`config.mk`:
```
export PLATFORM = sky130hd
export DESIGN_NAME = ssd_scan_driver
export DESIGN_NICKNAME = d
export VERILOG_FILES = /design/src/rtl/ssd_pkg.sv /design/src/rtl/ssd_seg_decode.sv /design/src/rtl/ssd_scan_driver.sv
export SDC_FILE = /design/constraint.sdc
export NUM_CORES = 1
export LEC_CHECK = 0
export ABC_AREA = 1
export CAP_MARGIN = 20
export CORE_MARGIN = 2
export CORE_UTILIZATION = 60
export CTS_CLUSTER_DIAMETER = 200
export DETAILED_ROUTE_END_ITERATION = 10
export PLACE_DENSITY = 0.81
export SLEW_MARGIN = 20
export SYNTH_ARGS = -nofsm -noshare
export SYNTH_HDL_FRONTEND = slang
export SYNTH_SLANG_ARGS = --single-unit
```
`constraint.sdc`:
```
create_clock -name clk -period 5.7 [get_ports clk]
set_input_delay 0.855 -clock clk [delete_from_list [all_inputs] [get_ports clk]]
set_output_delay 0.855 -clock clk [all_outputs]
set_load 0.005 [all_outputs]
```
`src/rtl/ssd_pkg.sv`:
```
// Shared segment encodings and BCD-to-segment decode for the scan driver.
// Patterns are active-low {a,b,c,d,e,f,g,dp}; bit 0 (dp) is off in every constant.
package ssd_pkg;

  localparam logic [7:0] SEG_0     = 8'b0000_0011;
  localparam logic [7:0] SEG_1     = 8'b1001_1111;
  localparam logic [7:0] SEG_2     = 8'b0010_0101;
  localparam logic [7:0] SEG_3     = 8'b0000_1101;
  localparam logic [7:0] SEG_4     = 8'b1001_1001;
  localparam logic [7:0] SEG_5     = 8'b0100_1001;
  localparam logic [7:0] SEG_6     = 8'b0100_0001;
  localparam logic [7:0] SEG_7     = 8'b0001_1111;
  localparam logic [7:0] SEG_8     = 8'b0000_0001;
  localparam logic [7:0] SEG_9     = 8'b0000_1001;
  localparam logic [7:0] SEG_F     = 8'b0111_0001;
  localparam logic [7:0] SEG_BLANK = 8'b1111_1111;

  // Non-BCD codes show "F" so bad upstream data is visible rather than hidden.
  function automatic logic [7:0] digit_to_seg(input logic [3:0] code);
    logic [7:0] seg;
    case (code)
      4'd0:    seg = SEG_0;
      4'd1:    seg = SEG_1;
      4'd2:    seg = SEG_2;
      4'd3:    seg = SEG_3;
      4'd4:    seg = SEG_4;
      4'd5:    seg = SEG_5;
      4'd6:    seg = SEG_6;
      4'd7:    seg = SEG_7;
      4'd8:    seg = SEG_8;
      4'd9:    seg = SEG_9;
      default: seg = SEG_F;
    endcase
    return seg;
  endfunction

endpackage

```
`src/rtl/ssd_seg_decode.sv`:
```
// Combinational decoder from a 4-bit digit code to an active-low segment pattern.
module ssd_seg_decode
  import ssd_pkg::*;
(
  input  logic [3:0] code,
  output logic [7:0] seg
);

  assign seg = digit_to_seg(code);

endmodule

```
`src/rtl/ssd_scan_driver.sv`:
```
// Time-multiplexed seven-segment driver: one shared segment bus, one anode per digit,
// with per-frame input snapshots, leading-zero blanking, decimal points and blinking.
module ssd_scan_driver
  import ssd_pkg::*;
#(
  parameter int DIGITS       = 4,
  parameter int REFRESH_DIV  = 100000,
  parameter int BLINK_FRAMES = 64
) (
  input  logic                  clk,
  input  logic                  rst,
  input  logic                  en,
  input  logic [4*DIGITS-1:0]   digits,
  input  logic [DIGITS-1:0]     dp_in,
  input  logic                  blank_lz,
  input  logic [DIGITS-1:0]     blink_mask,
  output logic [7:0]            seg_out,
  output logic [DIGITS-1:0]     an_out,
  output logic                  frame_done
);

  localparam int RW = $clog2(REFRESH_DIV);
  localparam int IW = $clog2(DIGITS);
  localparam int FW = (BLINK_FRAMES > 1) ? $clog2(BLINK_FRAMES) : 1;

  localparam logic [RW-1:0] RC_LAST  = RW'(REFRESH_DIV - 1);
  localparam logic [IW-1:0] IDX_LAST = IW'(DIGITS - 1);
  localparam logic [FW-1:0] FC_LAST  = FW'(BLINK_FRAMES - 1);

  logic [RW-1:0]         refresh_cnt;
  logic [IW-1:0]         idx;
  logic [FW-1:0]         frame_cnt;
  logic                  blink_on;
  logic                  wrapped;
  logic                  snap_valid;
  logic [4*DIGITS-1:0]   snap_digits;
  logic [DIGITS-1:0]     snap_dp;
  logic                  snap_lz;
  logic [DIGITS-1:0]     snap_blink;

  logic                  term;
  logic                  wrap;
  logic                  load;
  logic [3:0]            cur_code;
  logic [7:0]            dec_seg;
  logic [DIGITS-1:0]     lz_blank;
  logic                  zero_above;
  logic                  digit_blank;
  logic [7:0]            pattern;

  assign term = (refresh_cnt == RC_LAST);
  assign wrap = term && (idx == IDX_LAST);
  // The snapshot is taken during digit 0's dead cycle, so no visible cycle mixes old and new data.
  assign load = (refresh_cnt == '0) && (idx == '0) && (wrapped || !snap_valid);

  assign cur_code = snap_digits[{idx, 2'b00} +: 4];

  ssd_seg_decode u_decode (
    .code (cur_code),
    .seg  (dec_seg)
  );

  always_comb begin
    lz_blank   = '0;
    zero_above = snap_lz;
    for (int i = DIGITS - 1; i >= 1; i--) begin
      zero_above  = zero_above && (snap_digits[4*i +: 4] == 4'd0);
      lz_blank[i] = zero_above;
    end
  end

  assign digit_blank = lz_blank[idx] || (!blink_on && snap_blink[idx]);
  assign pattern     = digit_blank ? SEG_BLANK
                                   : {dec_seg[7:1], dec_seg[0] & ~snap_dp[idx]};

  always_ff @(posedge clk) begin
    if (rst) begin
      refresh_cnt <= '0;
      idx         <= '0;
      frame_cnt   <= '0;
      blink_on    <= 1'b1;
      wrapped     <= 1'b0;
      snap_valid  <= 1'b0;
      snap_digits <= '0;
      snap_dp     <= '0;
      snap_lz     <= 1'b0;
      snap_blink  <= '0;
      seg_out     <= SEG_BLANK;
      an_out      <= '1;
      frame_done  <= 1'b0;
    end else if (!en) begin
      seg_out    <= SEG_BLANK;
      an_out     <= '1;
      frame_done <= 1'b0;
    end else begin
      frame_done <= load && wrapped;
      an_out     <= (refresh_cnt == '0) ? '1 : ~(DIGITS'(1) << idx);
      seg_out    <= (refresh_cnt == '0) ? SEG_BLANK : pattern;

      if (load) begin
        snap_digits <= digits;
        snap_dp     <= dp_in;
        snap_lz     <= blank_lz;
        snap_blink  <= blink_mask;
        snap_valid  <= 1'b1;
        wrapped     <= 1'b0;
      end

      if (term) begin
        refresh_cnt <= '0;
        idx         <= wrap ? '0 : idx + 1'b1;
      end else begin
        refresh_cnt <= refresh_cnt + 1'b1;
      end

      if (wrap) begin
        wrapped <= 1'b1;
        if (frame_cnt == FC_LAST) begin
          frame_cnt <= '0;
          blink_on  <= ~blink_on;
        end else begin
          frame_cnt <= frame_cnt + 1'b1;
        end
      end
    end
  end

endmodule

```
==> summary by stage, run 1 <==
Critical path
The family of cells with the greatest summed delay on the critical path is buffers and inverters. The worst setup path category is primary input to flop. For this run, the slowest stage of the critical path takes 0.85 ns. Counting buffers and inverters, the worst setup path is 4 cells deep.

The cell depth of the worst flop-to-flop path is 8. The endpoint of the lowest-slack register-to-register path is snap_digits[12]. The end point of the critical path is refresh_cnt[11]. The reg-to-reg critical path startpoint is idx[0]. Counting both buffers and inverters, the worst setup path holds a total of 2. The startpoint type of the worst setup path is a primary input. Tracing the worst setup path back leads to its startpoint at rst.

The worst setup path is captured at a flop. In this run the register-to-register setup slack is between 3 and 4 ns. The worst-path maximum fanout is 28.

The critical path goes through clkdlybuf4s50_1 > clkinv_1 > nand2_1 > nor3_1. At the worst endpoint, the required time is 5.90 ns. The arrival time of data at the critical path endpoint is around 3.3 ns. On the critical path, the stage with the largest delay is an instance of sky130_fd_sc_hd__clkdlybuf4s50_1.

Floorplan
The row count is 27. The core region is 5440 sq um. The full die area is 6200 sq um. The y dimension of the die is 78.7 microns.

The floorplan step set the die width to around 79 microns. In this run the count of I/O pins placed on the die edge is 41. Once the floorplan was initialized, standard cells occupied about 60% of the core.

GRT
The largest net degree at the start of global routing is 51. The number of global-route vias before repair was around 3.0k. The total overflow left after global routing is 0.

The global-route total usage across every layer is roughly 26%. The global-route wire length before repair is about 13000 microns. The number of antenna violations at the first check in global routing is 0.

Synth
Summing the areas of all fa, ha and maj instances in the mapped netlist gives under 10% of the synthesized area. Sorting the synthesized cells by area gives the leading types as sky130_fd_sc_hd__dfxtp_1 39%, sky130_fd_sc_hd__nand2_1 14%, sky130_fd_sc_hd__nor2_1 12%, sky130_fd_sc_hd__inv_1 7.4%, sky130_fd_sc_hd__ha_1 4.9%. In the synthesized netlist, the cells that appear most often are 122 x sky130_fd_sc_hd__nand2_1, 104 x sky130_fd_sc_hd__nor2_1, 66 x sky130_fd_sc_hd__dfxtp_1, 66 x sky130_fd_sc_hd__inv_1, 28 x sky130_fd_sc_hd__nand3_1. The number of nets handed over by synthesis was 543.

The main combinational cell family by area after synthesis is simple AND/OR/NAND/NOR gates. The cell with the most instances after synthesis is sky130_fd_sc_hd__nand2_1. Each instance of the synthesized netlist takes up on average between 6 and 7 sq um.

The sequential cell area fraction in the yosys report is between 30% and 40%. The top-area cell type share of the netlist area is between 30% and 40%. The synthesized netlist devotes ~8% of its cell area to compound gates. In this run, synthesis produced a sequential element count of 66. Counting flops with an async set or reset pin after synthesis yields a share of 0%. Counting flops with a built-in enable in the synthesized netlist gives 0.

The synthesized design spends more area on one cell type than any other, namely sky130_fd_sc_hd__dfxtp_1. Summing every instance area after synthesis gives around 3400 sq um. The leading register cell type out of synthesis is sky130_fd_sc_hd__dfxtp_1. The number of library cell types mapped by synthesis is 29. The multiplexer share of the synthesized area is 0%. The warning count from the yosys run is 0. The area share of xor/xnor cells in the synthesized design is between 2 and 3%. Synthesis produced 502 cells. After Yosys synthesis, and, or, nand and nor cells account for about a third of the synthesized area.

Clocking
TritonCTS created 9 clock buffers. The clock root buffer is sky130_fd_sc_hd__clkbuf_8. The insertion delay to the later sink of the worst-skew pair is 0.34 ns.

The longest clock path from root to sink contains 2 buffers. The number of post-CTS setup repair buffers is 0. The clock-pin slew on the worst setup and hold paths is 0.07 ns.

The number of H-tree branching levels is 3. The post-CTS resize count is 0. CTS saw 66 sinks. The number of buffers added to fix hold violations after cts is 0. The TritonCTS clock tree is yes.

Power
Per report_power, the clock group accounts for between 30% and 40% of the total. In this run the power density over the cells is about 260 nW/um^2. Sequential cells account for around half of the total power. For this design the static power due to leakage is 1.76 nW. In this run the power spent charging and discharging nets is roughly 270 uW. The portion of total power attributed to combinational logic is 14.4%. Across the VDD grid, the largest voltage drop is 0.000158 V.

The switching fraction of total power is about a quarter. The design internal power is 761 uW.

Drt
The via total after detailed routing is 3197. For this run, design rule violations remaining after detail routing come to 0. The aggregate routed wire length is 7350 microns. The first routing iteration left around 250 violations.

Using the TritonRoute via totals, the vias-per-cell ratio works out to ~5.2. The per-cell routed wire length is roughly 12 microns. The count of nets left with antenna violations once routing finished came out at 0.

The first detailed-routing pass ran for 5 iterations.

Run
The max-cap violation count is 0.

STA
The worst path needs between 3 and 4 ns of the cycle, external delays included. For the final database, setup skew stands at ~0.012 ns. The number of pins exceeding their max-slew limit in the final report is 0.

The worst pin sits at a relative slew slack of 48.2%. Setup violations remaining at the end of the flow were counted as 0. Summed over all failing endpoints, the final setup total negative slack is 0 ns.

Based on the critical path, the design can be clocked at up to between 300 and 400 MHz. The slew at the pin with the worst max-slew slack is ~0.77 ns. The post-route clock period utilization is between 50 and 60%.

Setup repair after global routing left no endpoint under its margin. The count of endpoints failing hold in the final timing report is 0.

Place
The post-DP HPWL is ~5300 microns. At the end of routability-driven placement, the weighted congestion stood at 0.966. The number of input and output port buffers inserted is 40.

Final layout
The repair_antennas step left the layout with diodes totalling 0. At the end of the flow, the number of nets in the layout was a little under 600. Cells with a size suffix above 1 make up under 10% of the layout.

The layout overhead on the synthesized area is 17.2%. At the end of the flow the core is filled with cells to between 70 and 80%. The filler cells instantiated in the layout total 462.

Hold path
The path category of the worst min-delay check is flop to flop.

Outcome
The flow ran to the end, and the final reports show no timing, DRC or antenna violations.
worst min-delay path by stage:
stage / start / slack [ns] / cells past startpoint / end
floorplan: snap_valid / 0.43 / 2 / snap_valid
global placement: snap_valid / 0.44 / 2 / snap_valid
detailed placement: snap_valid / 0.45 / 2 / snap_valid
CTS: snap_valid / 0.46 / 2 / snap_valid
global route: snap_valid / 0.51 / 2 / snap_valid
finish: snap_valid / 0.46 / 2 / snap_valid
state kept, by name, summed over array words and instances (netlist names):
register / flops
snap_lz: 1
seg_out: 8
frame_cnt: 6
refresh_cnt: 17
snap_dp: 4
idx: 2
blink_on: 1
wrapped: 1
snap_blink: 4
an_out: 4
snap_valid: 1
snap_digits: 16
frame_done: 1
layout make-up:
type	count	area [sq um]	area share (%)
clock buffer	12	145	3.69
tap	72	90.1	2.29
sequential	66	1320	33.6
multi-input combinational	352	1670	42.6
clock inverter	3	40.0	1.02
inverter	69	259	6.59
timing repair buffer	40	400	10.2
layout by cell type (no fill, tap or decap):
cell / count
sky130_fd_sc_hd__nand2_1: 122
sky130_fd_sc_hd__nor2_1: 104
sky130_fd_sc_hd__inv_1: 66
sky130_fd_sc_hd__dfxtp_1: 66
sky130_fd_sc_hd__clkdlybuf4s50_1: 40
sky130_fd_sc_hd__nand3_1: 28
sky130_fd_sc_hd__a21oi_1: 21
sky130_fd_sc_hd__o21ai_0: 18
sky130_fd_sc_hd__ha_1: 13
sky130_fd_sc_hd__clkbuf_8: 10
sky130_fd_sc_hd__nand4_1: 8
sky130_fd_sc_hd__xor2_1: 7
sky130_fd_sc_hd__nor3_1: 6
sky130_fd_sc_hd__o211ai_1: 5
sky130_fd_sc_hd__nor2_2: 5
sky130_fd_sc_hd__o21ai_1: 3
sky130_fd_sc_hd__xnor2_1: 3
sky130_fd_sc_hd__inv_2: 2
sky130_fd_sc_hd__or2_2: 2
sky130_fd_sc_hd__clkinv_2: 2
sky130_fd_sc_hd__clkbuf_1: 2
sky130_fd_sc_hd__clkinv_1: 1
sky130_fd_sc_hd__nor3b_1: 1
sky130_fd_sc_hd__nand2_2: 1
sky130_fd_sc_hd__nor2_4: 1
sky130_fd_sc_hd__nand3_4: 1
sky130_fd_sc_hd__and3_1: 1
sky130_fd_sc_hd__o21a_1: 1
sky130_fd_sc_hd__a211oi_1: 1
sky130_fd_sc_hd__bufinv_16: 1
metal layers:
metal / wire length [microns] / vias to the layer above / track usage [%]
met5: 0 / - / 0
met4: 108 / 0 / 12.1
met3: 455 / 15 / 4.32
met2: 3470 / 126 / 41.6
met1: 3320 / 1432 / 33.6
li1: - / 1624 / -
through the flow:
stage	hold WS, ns	total power, mW	instances	area (sq um)	setup slack, ns
2_1_floorplan	0.428	0.613	502	3350	3.78
5_1_grt	0.507	1.08	614	3930	2.39
4_1_cts	0.459	1.03	614	3930	2.58
3_3_place_gp	0.444	0.650	599	3740	2.33
6_report	0.455	1.03	614	3930	2.61
3_5_place_dp	0.449	0.656	599	3740	2.21
cell families after synthesis:
| kind of cell | after synthesis |
|---|---|
| AOI/OAI and AO/OA | 49 |
| buffers and inverters | 84 |
| adders and majority gates | 13 |
| DFF | 66 |
| xor gates and xnor gates | 10 |
| and+or+nand+nor | 280 |
worst register-to-register path: stages (launching register included):
cell                      delay, ns
sky130_fd_sc_hd__dfxtp_1       0.81
sky130_fd_sc_hd__inv_1         0.36
sky130_fd_sc_hd__ha_1          0.32
sky130_fd_sc_hd__inv_1         0.10
sky130_fd_sc_hd__nor2_4        0.06
sky130_fd_sc_hd__nand3_4       0.34
sky130_fd_sc_hd__nand2_1       0.14
sky130_fd_sc_hd__nand2_1       0.11
sky130_fd_sc_hd__nor2_1        0.05
power groups by stage:
| stage | Sequential, mW | Combinational, mW | Clock (mW) |
|---|---|---|---|
| final | 0.499 | 0.148 | 0.380 |
| after floorplan | 0.507 | 0.105 | 0 |
| after global routing | 0.502 | 0.171 | 0.405 |
| after CTS | 0.499 | 0.149 | 0.382 |
| after detailed placement | 0.510 | 0.147 | 0 |
| after global placement | 0.508 | 0.141 | 0 |
Power figures use the tool's default switching activity.
==> inputs of run 2 (changes only) <==
--- a/config.mk
+++ b/config.mk
@@ -8,10 +8,10 @@
 export ABC_AREA = 1
 export CAP_MARGIN = 20
 export CORE_MARGIN = 2
-export CORE_UTILIZATION = 60
+export CORE_UTILIZATION = 50
 export CTS_CLUSTER_DIAMETER = 200
 export DETAILED_ROUTE_END_ITERATION = 10
-export PLACE_DENSITY = 0.81
+export PLACE_DENSITY = 0.72
 export SLEW_MARGIN = 20
 export SYNTH_ARGS = -nofsm -noshare
 export SYNTH_HDL_FRONTEND = slang
==> constraint.sdc (replaced) <==
create_clock -name clk -period 2.65 [get_ports clk]
set_input_delay 0.3975 -clock clk [delete_from_list [all_inputs] [get_ports clk]]
set_output_delay 0.3975 -clock clk [all_outputs]
set_load 0.005 [all_outputs]
==> run 2 against run 1 <==
Against the previous run: the flow now finishes with violations (DRC); critical path depth grew 5; sequential share of layout area shrank 0.71 points; global-route usage shrank 4.2 points; non-clock buffer count grew 4; critical path type is now flop to flop; highest routed layer unchanged; largest power group unchanged; final cell count grew 1.6%; combinational power grew 120%; register-to-register slack lost 2.7 ns; final area grew 2.2%; via count shrank 3.3%; worst hold slack gained 0.017 ns; first-iteration DRC count shrank 28%.
==> summary by stage, run 2 (synthesis results as in run 1) <==
Outcome
The flow ran to the end, but the final reports show violations. The final reports fail on DRC.

STA
Headroom to the max-slew limit came out at around two thirds. The highest clock rate is roughly 480 MHz. The number of pins exceeding their max-slew limit in the final report is 0. On the final layout, the worst clock skew is approximately 0.011 ns. The count of endpoints failing hold in the final timing report is 0. The time the final worst path needs with I/O delays and setup is roughly 2.1 ns. The final sum of negative setup slack is 0 ns.

Setup repair after global routing left no endpoint under its margin. The final critical path takes up around 78% of the cycle. Setup violations remaining at the end of the flow were counted as 0.

The slew at the pin with the worst max-slew slack is between 0.5 and 0.6 ns.

Clocking
The clock tree synthesis step divided the H-tree into 3 levels. After clock tree synthesis, the clock-pin slew on the worst setup and hold paths is 0.08 ns. The post-CTS resize count is 0. The TritonCTS clock tree is yes. The number of CTS-inserted buffers is 9. The longest clock path from root to sink contains 2 buffers. The tree built by TritonCTS fans out to 66 sinks.

Hold repair after CTS inserted 0 buffers. The number of post-CTS setup repair buffers is 0. In this run the clock root is driven by a sky130_fd_sc_hd__clkbuf_8. The insertion delay to the later sink of the worst-skew pair is approximately 0.35 ns.

Drt
The aggregate routed wire length is ~7500 microns. Dividing the detail-routed wire length by the instance count gives around 12 microns. The highest metal layer carrying signal wires in the routed design is met4. In this run the remaining antenna-violating nets after routing total 0. The detailed router finished its first iteration with 180 violations.

The sum of met3 wire segment lengths after detailed routing is roughly 360 microns. In the final routing, the length of wire on met1 measures approximately 3700 microns. The number of iterations in the first detailed-routing pass is 7. After detailed routing, the number of vias per cell comes to between 4 and 5. The detailed router placed approximately 3.1k vias in this run. The routed length on met2 is between 3000 and 4000 microns. The number of remaining DRC errors is 3.

Critical path
The critical path goes through inv_2 > a21oi_1 > o21ai_0 > nand2_1 > inv_1 > ha_1 > or2_2 > o211ai_1 > nand2_1. The startpoint of the most critical setup path is idx[1]. The worst-path maximum fanout is 11. The endpoint kind of the worst setup timing path is a flop. Counting buffers and inverters, the worst setup path is 9 cells deep. The family of cells with the greatest summed delay on the critical path is simple AND/OR/NAND/NOR gates.

The setup path with the least slack is of type flop to flop. The setup slack of the worst register-to-register path is a little under 0.6 ns. For the worst setup path, the data arrival time is 2.32 ns. In this run the critical register-to-register path is launched from idx[1].

The required arrival time at the worst endpoint is between 2 and 3 ns. The critical path ends at seg_out[1]. The worst register-to-register path ends at seg_out[1]. Counting stages on the worst path, the most repeated cell is sky130_fd_sc_hd__nand2_1.

The number of buffers and inverters on the critical path is 2. STA classifies the critical path startpoint as a flop. The maximum cell stage delay along the critical path is ~0.53 ns. Among all stages on the critical path, the largest delay is contributed by sky130_fd_sc_hd__dfxtp_1.

The number of cells on the worst reg-to-reg path is 9.

Floorplan
The full die area is roughly 7400 sq um. a little over 40 I/O pins were placed. After floorplanning, the core was divided into 29 placement rows. The die is roughly 86 microns wide. The area of the core is ~6400 sq um.

The die is approximately 86 microns tall. The starting utilization of the core area is a little over half.

Final layout
The top cell types in the final layout, fill and taps aside, are 122 x sky130_fd_sc_hd__nand2_1, 104 x sky130_fd_sc_hd__nor2_1, 66 x sky130_fd_sc_hd__inv_1, 66 x sky130_fd_sc_hd__dfxtp_1, 40 x sky130_fd_sc_hd__clkdlybuf4s50_1. The fraction of layout instances using a drive strength above 1 is 5.48%. The total number of nets in the final design is about 600. The area of all placed cells without fillers is 4020 sq um.

The number of antenna diodes in the final layout is 0. In the final layout, the registers with the most flip-flops are refresh_cnt (17), snap_digits (16), seg_out (8). The most common cell after layout, fill and taps aside is sky130_fd_sc_hd__nand2_1. The largest register by flop count is refresh_cnt. For this run, the number of standard cells in the final layout without fillers is 624. The register with the most flip-flops in the layout has 17 of them.

Relative to the synthesized area, the layout overhead comes to 19.8%.

GRT
Entering global routing, the biggest net connects 51 pins. The number of antenna violations at the first check in global routing is 0. The number of global-route vias before repair is approximately 2.8k. The global-route total usage across every layer is about 22%. The aggregate global routing overflow is 0. The global-route wire length before repair is between 10000 and 15000 microns.

Power
Dividing total power by cell area gives a power density of between 600 and 700 nW/um^2. The leakage power is 1.80 nW. The largest voltage drop on the vdd net is between 0.0003 and 0.0004 V.

Hold path
In this run the worst hold path is classified as flop to flop.

Run
The tool flagged a number of max-cap violations equal to 0.

Place
The post-DP HPWL is about 5300 microns. The number of input and output port buffers inserted is 40. The number of placed instances, taps included, is a little over 600. The standard cell area after detailed placement is 3780 sq um. Routability-driven placement finished with a final weighted congestion of 0.881.
run 2: per-layer routing:
| layer | track usage [%] | vias up |
|---|---|---|
| met4 | 9.67 | 0 |
| met5 | 0 | - |
| met2 | 33.2 | 68 |
| li1 | - | 1633 |
| met1 | 28.7 | 1379 |
| met3 | 5.10 | 11 |
run 2: metrics by stage:
stage | hold WS (ns) | power [mW] | utilization [%] | worst slack [ns]
after floorplan | 0.428 | 1.32 | - | 0.857
after CTS | 0.470 | 2.41 | 62.5 | 0.577
after global placement | 0.445 | 1.40 | 58.9 | 0.596
after detailed placement | 0.447 | 1.41 | 58.9 | 0.580
final | 0.472 | 2.41 | 62.5 | 0.577
after global routing | 0.508 | 2.52 | 62.5 | 0.350
run 2: cell type report:
class / count / area [sq um]
fillers: 601 / 2410
multi-input cells: 352 / 1670
flip-flops and latches: 66 / 1320
repair buffers: 44 / 430
inverters: 69 / 259
clock buffers: 11 / 131
clock inverters: 5 / 103
well taps: 77 / 96.3
run 2: how the worst min path moves through the flow:
stage / slack (ns) / endpoint / cells past startpoint / startpoint
finish: 0.47 / snap_valid / 2 / snap_valid
global route: 0.51 / frame_cnt[1] / 2 / frame_cnt[1]
CTS: 0.47 / snap_valid / 2 / snap_valid
detailed placement: 0.45 / snap_valid / 2 / snap_valid
global placement: 0.45 / snap_valid / 2 / snap_valid
floorplan: 0.43 / snap_valid / 2 / snap_valid
run 2: report_power, final:
part,switching [mW],leakage [nW],internal [mW],total [mW]
combinational,0.184,1.15,0.136,0.320
clock,0.392,0.114,0.624,1.02
sequential,0.0232,0.538,1.05,1.07
run 2: worst min-delay path, cell delays in order, from the launching register on:
cell and delay (ns):
sky130_fd_sc_hd__dfxtp_1 0.31, sky130_fd_sc_hd__inv_1 0.06, sky130_fd_sc_hd__a21oi_1 0.06
==> inputs of run 3 (changes only) <==
==> constraint.sdc (replaced) <==
create_clock -name clk -period 1.8 [get_ports clk]
set_input_delay 0.27 -clock clk [delete_from_list [all_inputs] [get_ports clk]]
set_output_delay 0.27 -clock clk [all_outputs]
set_load 0.005 [all_outputs]
==> run 3 against run 2 <==
Against the previous run: the flow now finishes without violations; final area up 3.7%; wire length increased by 0.71%; non-clock buffer count is 21 higher; die area unchanged; worst hold slack got worse by 0.012 ns; sequential power rose by 48%; sequential share of layout area decreased by 1.1 points; first-iteration DRC count decreased by 12%; combinational power increased by 56%; power up 40%.
==> summary by stage, run 3 (synthesis results as in run 1) <==
Floorplan
The area of the core is around 6400 sq um. From bottom edge to top edge, the die measures 85.9 microns. The row count is 29.

Pin placement for this block handled about 40 I/O pins. Once the floorplan was initialized, standard cells occupied a little over half of the core. In this run the horizontal extent of the chip is roughly 86 microns. The full die area is roughly 7400 sq um.

Critical path
Data on the critical path is required at its endpoint by 2.04 ns. By instance count, the cell type seen most on the critical path is sky130_fd_sc_hd__nand3_1. The worst-path maximum fanout is 5. Walking the worst path, the cells encountered are nand3_1 > nor2_1 > nand3_1 > nor3_1 > nand3_1 > nand2_1 > nor2_1. For this design, the slowest cell found on the critical path is sky130_fd_sc_hd__dfxtp_1. The worst setup path category is flop to flop. The worst setup path is captured at a flop. For this run, the slowest stage of the critical path takes 0.41 ns. The arrival time of data at the critical path endpoint is ~1.9 ns. STA classifies the critical path startpoint as a flop.

GRT
The met2 usage is between 30% and 40%. The number of global-route vias before repair is 2830. The number of antenna violations at the first check in global routing was 0. For met1 alone, demand over resource in global routing was a little under a third. The met3 usage in global routing is under 10%. The global-route wire length before repair is approximately 13000 microns.

For this run, the total global-route usage over all layers was measured as a little over a fifth. Entering global routing, the biggest net connects 35 pins. The layer with the highest usage is met2.

Global routing finished with a remaining overflow of 0.

STA
The final number of setup-violating endpoints is 0. The worst setup slack after layout is between 0.1 and 0.15 ns. The slew at the pin with the worst max-slew slack is between 0.3 and 0.4 ns. The count of endpoints failing hold in the final timing report is 0. For this run, the top clock speed supported by timing is 600 MHz. The number of pins exceeding their max-slew limit in the final report is 0. The max-slew headroom at the worst pin is between 70% and 80%. After routing, the total negative slack on setup checks comes to 0 ns.

The post-route clock period utilization is around 93%. The worst path in the final design needs a cycle of around 1.7 ns, including I/O delays and setup. Across the routed clock network, the largest skew measured is 0.00809 ns.

Drt
For this run, the detailed router's first-pass iteration total came to 7. The via total after detailed routing is around 3.1k. The per-cell routed wire length is 11.7 microns. The number of vias per cell after detailed routing is approximately 4.9.

Once detail routing completed, the nets flagged for antenna violations numbered 0. In this run, the number of DRC markers left after iteration 0 of detailed routing was between 150 and 200. The number of remaining DRC errors is 0. After detailed routing, the total wire length is 7530 microns.

Clocking
The number of post-CTS setup repair buffers is 0. The clock root buffer is sky130_fd_sc_hd__clkbuf_8. After clock tree synthesis, the clock-pin slew on the worst setup and hold paths is 0.07 ns. TritonCTS built the clock tree.

The tree built by TritonCTS fans out to 66 sinks. The longest clock path from root to sink contains 2 buffers. The number of CTS-inserted buffers is 9. The number of H-tree branching levels is 3. The insertion delay to the later sink of the worst-skew pair is about 0.35 ns.

Outcome
The run finished with clean final reports.

Place
During placement, the flow inserted port buffers numbering 40. The final weighted congestion in routability-driven placement is just over 0.9. Summed over all nets, the half-perimeter wirelength after detailed placement is ~5500 microns. At the placement stage, the worst setup path has a slack of ~0.058 ns.

Run
The max-cap violation count is 0.

Final layout
Leaving out fill and tap cells, the most frequent cell in the layout is sky130_fd_sc_hd__nand2_1. The post-route netlist has under 10% of its cells at a drive strength greater than 1. The layout overhead on the synthesized area is 24.2%. The largest register by flop count is refresh_cnt.

In the layout the commonest cells are 121 x sky130_fd_sc_hd__nand2_1, 104 x sky130_fd_sc_hd__nor2_1, 66 x sky130_fd_sc_hd__inv_1. The number of flip-flops under the largest register name is 17. After the last flow step, the layout net total stands at between 600 and 700.

In the final layout, the registers with the most flip-flops are refresh_cnt (17), snap_digits (16), seg_out (8). The number of antenna diodes in the final layout is 0.

Hold path
The path category of the worst min-delay check is flop to flop.

Power
The power density over the cells is 809 nW/um^2. The worst-case IR drop observed on VDD is about 0.0005 V. The leakage power is about 1.9 nW.
## run 3: worst max-delay path, delay by kind of cell (launching register included)
family | cells | cell delay [ns]
flops | 1 | 0.41
simple gates | 7 | 1.15
## run 3: path summary, 6_finish.rpt
| kind | depth (start not counted) | startpoint | endpoint | slack (ns) |
|---|---|---|---|---|
| setup reg to reg | 7 | refresh_cnt[2] | refresh_cnt[13] | 0.13 |
| hold / removal | 2 | snap_valid | snap_valid | 0.46 |
| setup / recovery | 7 | refresh_cnt[2] | refresh_cnt[13] | 0.13 |
| hold reg to reg | 2 | snap_valid | snap_valid | 0.46 |
## run 3: layer usage
layer | vias up | share of wire (%)
met5 | - | 0
met4 | 0 | 1.5
met3 | 9 | 5.0
met2 | 75 | 43
met1 | 1387 | 50
li1 | 1674 | -
## run 3: final cells by class
type,instances,area (sq um)
clock buffer,11,151
inverter,69,259
timing repair buffer,65,601
clock inverter,5,52.6
sequential,66,1320
tap,77,96.3
fill,574,2260
multi-input combinational,352,1680
## run 3: power by group
group	internal [mW]	leakage (nW)	switching (mW)
registers	1.55	0.539	0.0328
clock network	0.708	0.105	0.583
logic	0.228	1.26	0.273
total	2.48	1.90	0.888
## run 3: stage by stage
stage	cell area (sq um)	power (mW)	cells	utilization, %	hold WS [ns]
after floorplan	3350	1.94	502	-	0.405
after global placement	3950	2.10	629	61.5	0.438
after detailed placement	3950	2.11	629	61.5	0.448
after CTS	4160	3.39	645	64.7	0.458
after global routing	4160	3.55	645	64.8	0.470
final	4160	3.37	645	64.8	0.460
## run 3: what timing repair did
action,CTS,global route
setup endpoints to repair,0,20
hold endpoints to repair,0,0
hold buffers,0,0
gates resized for setup,0,3
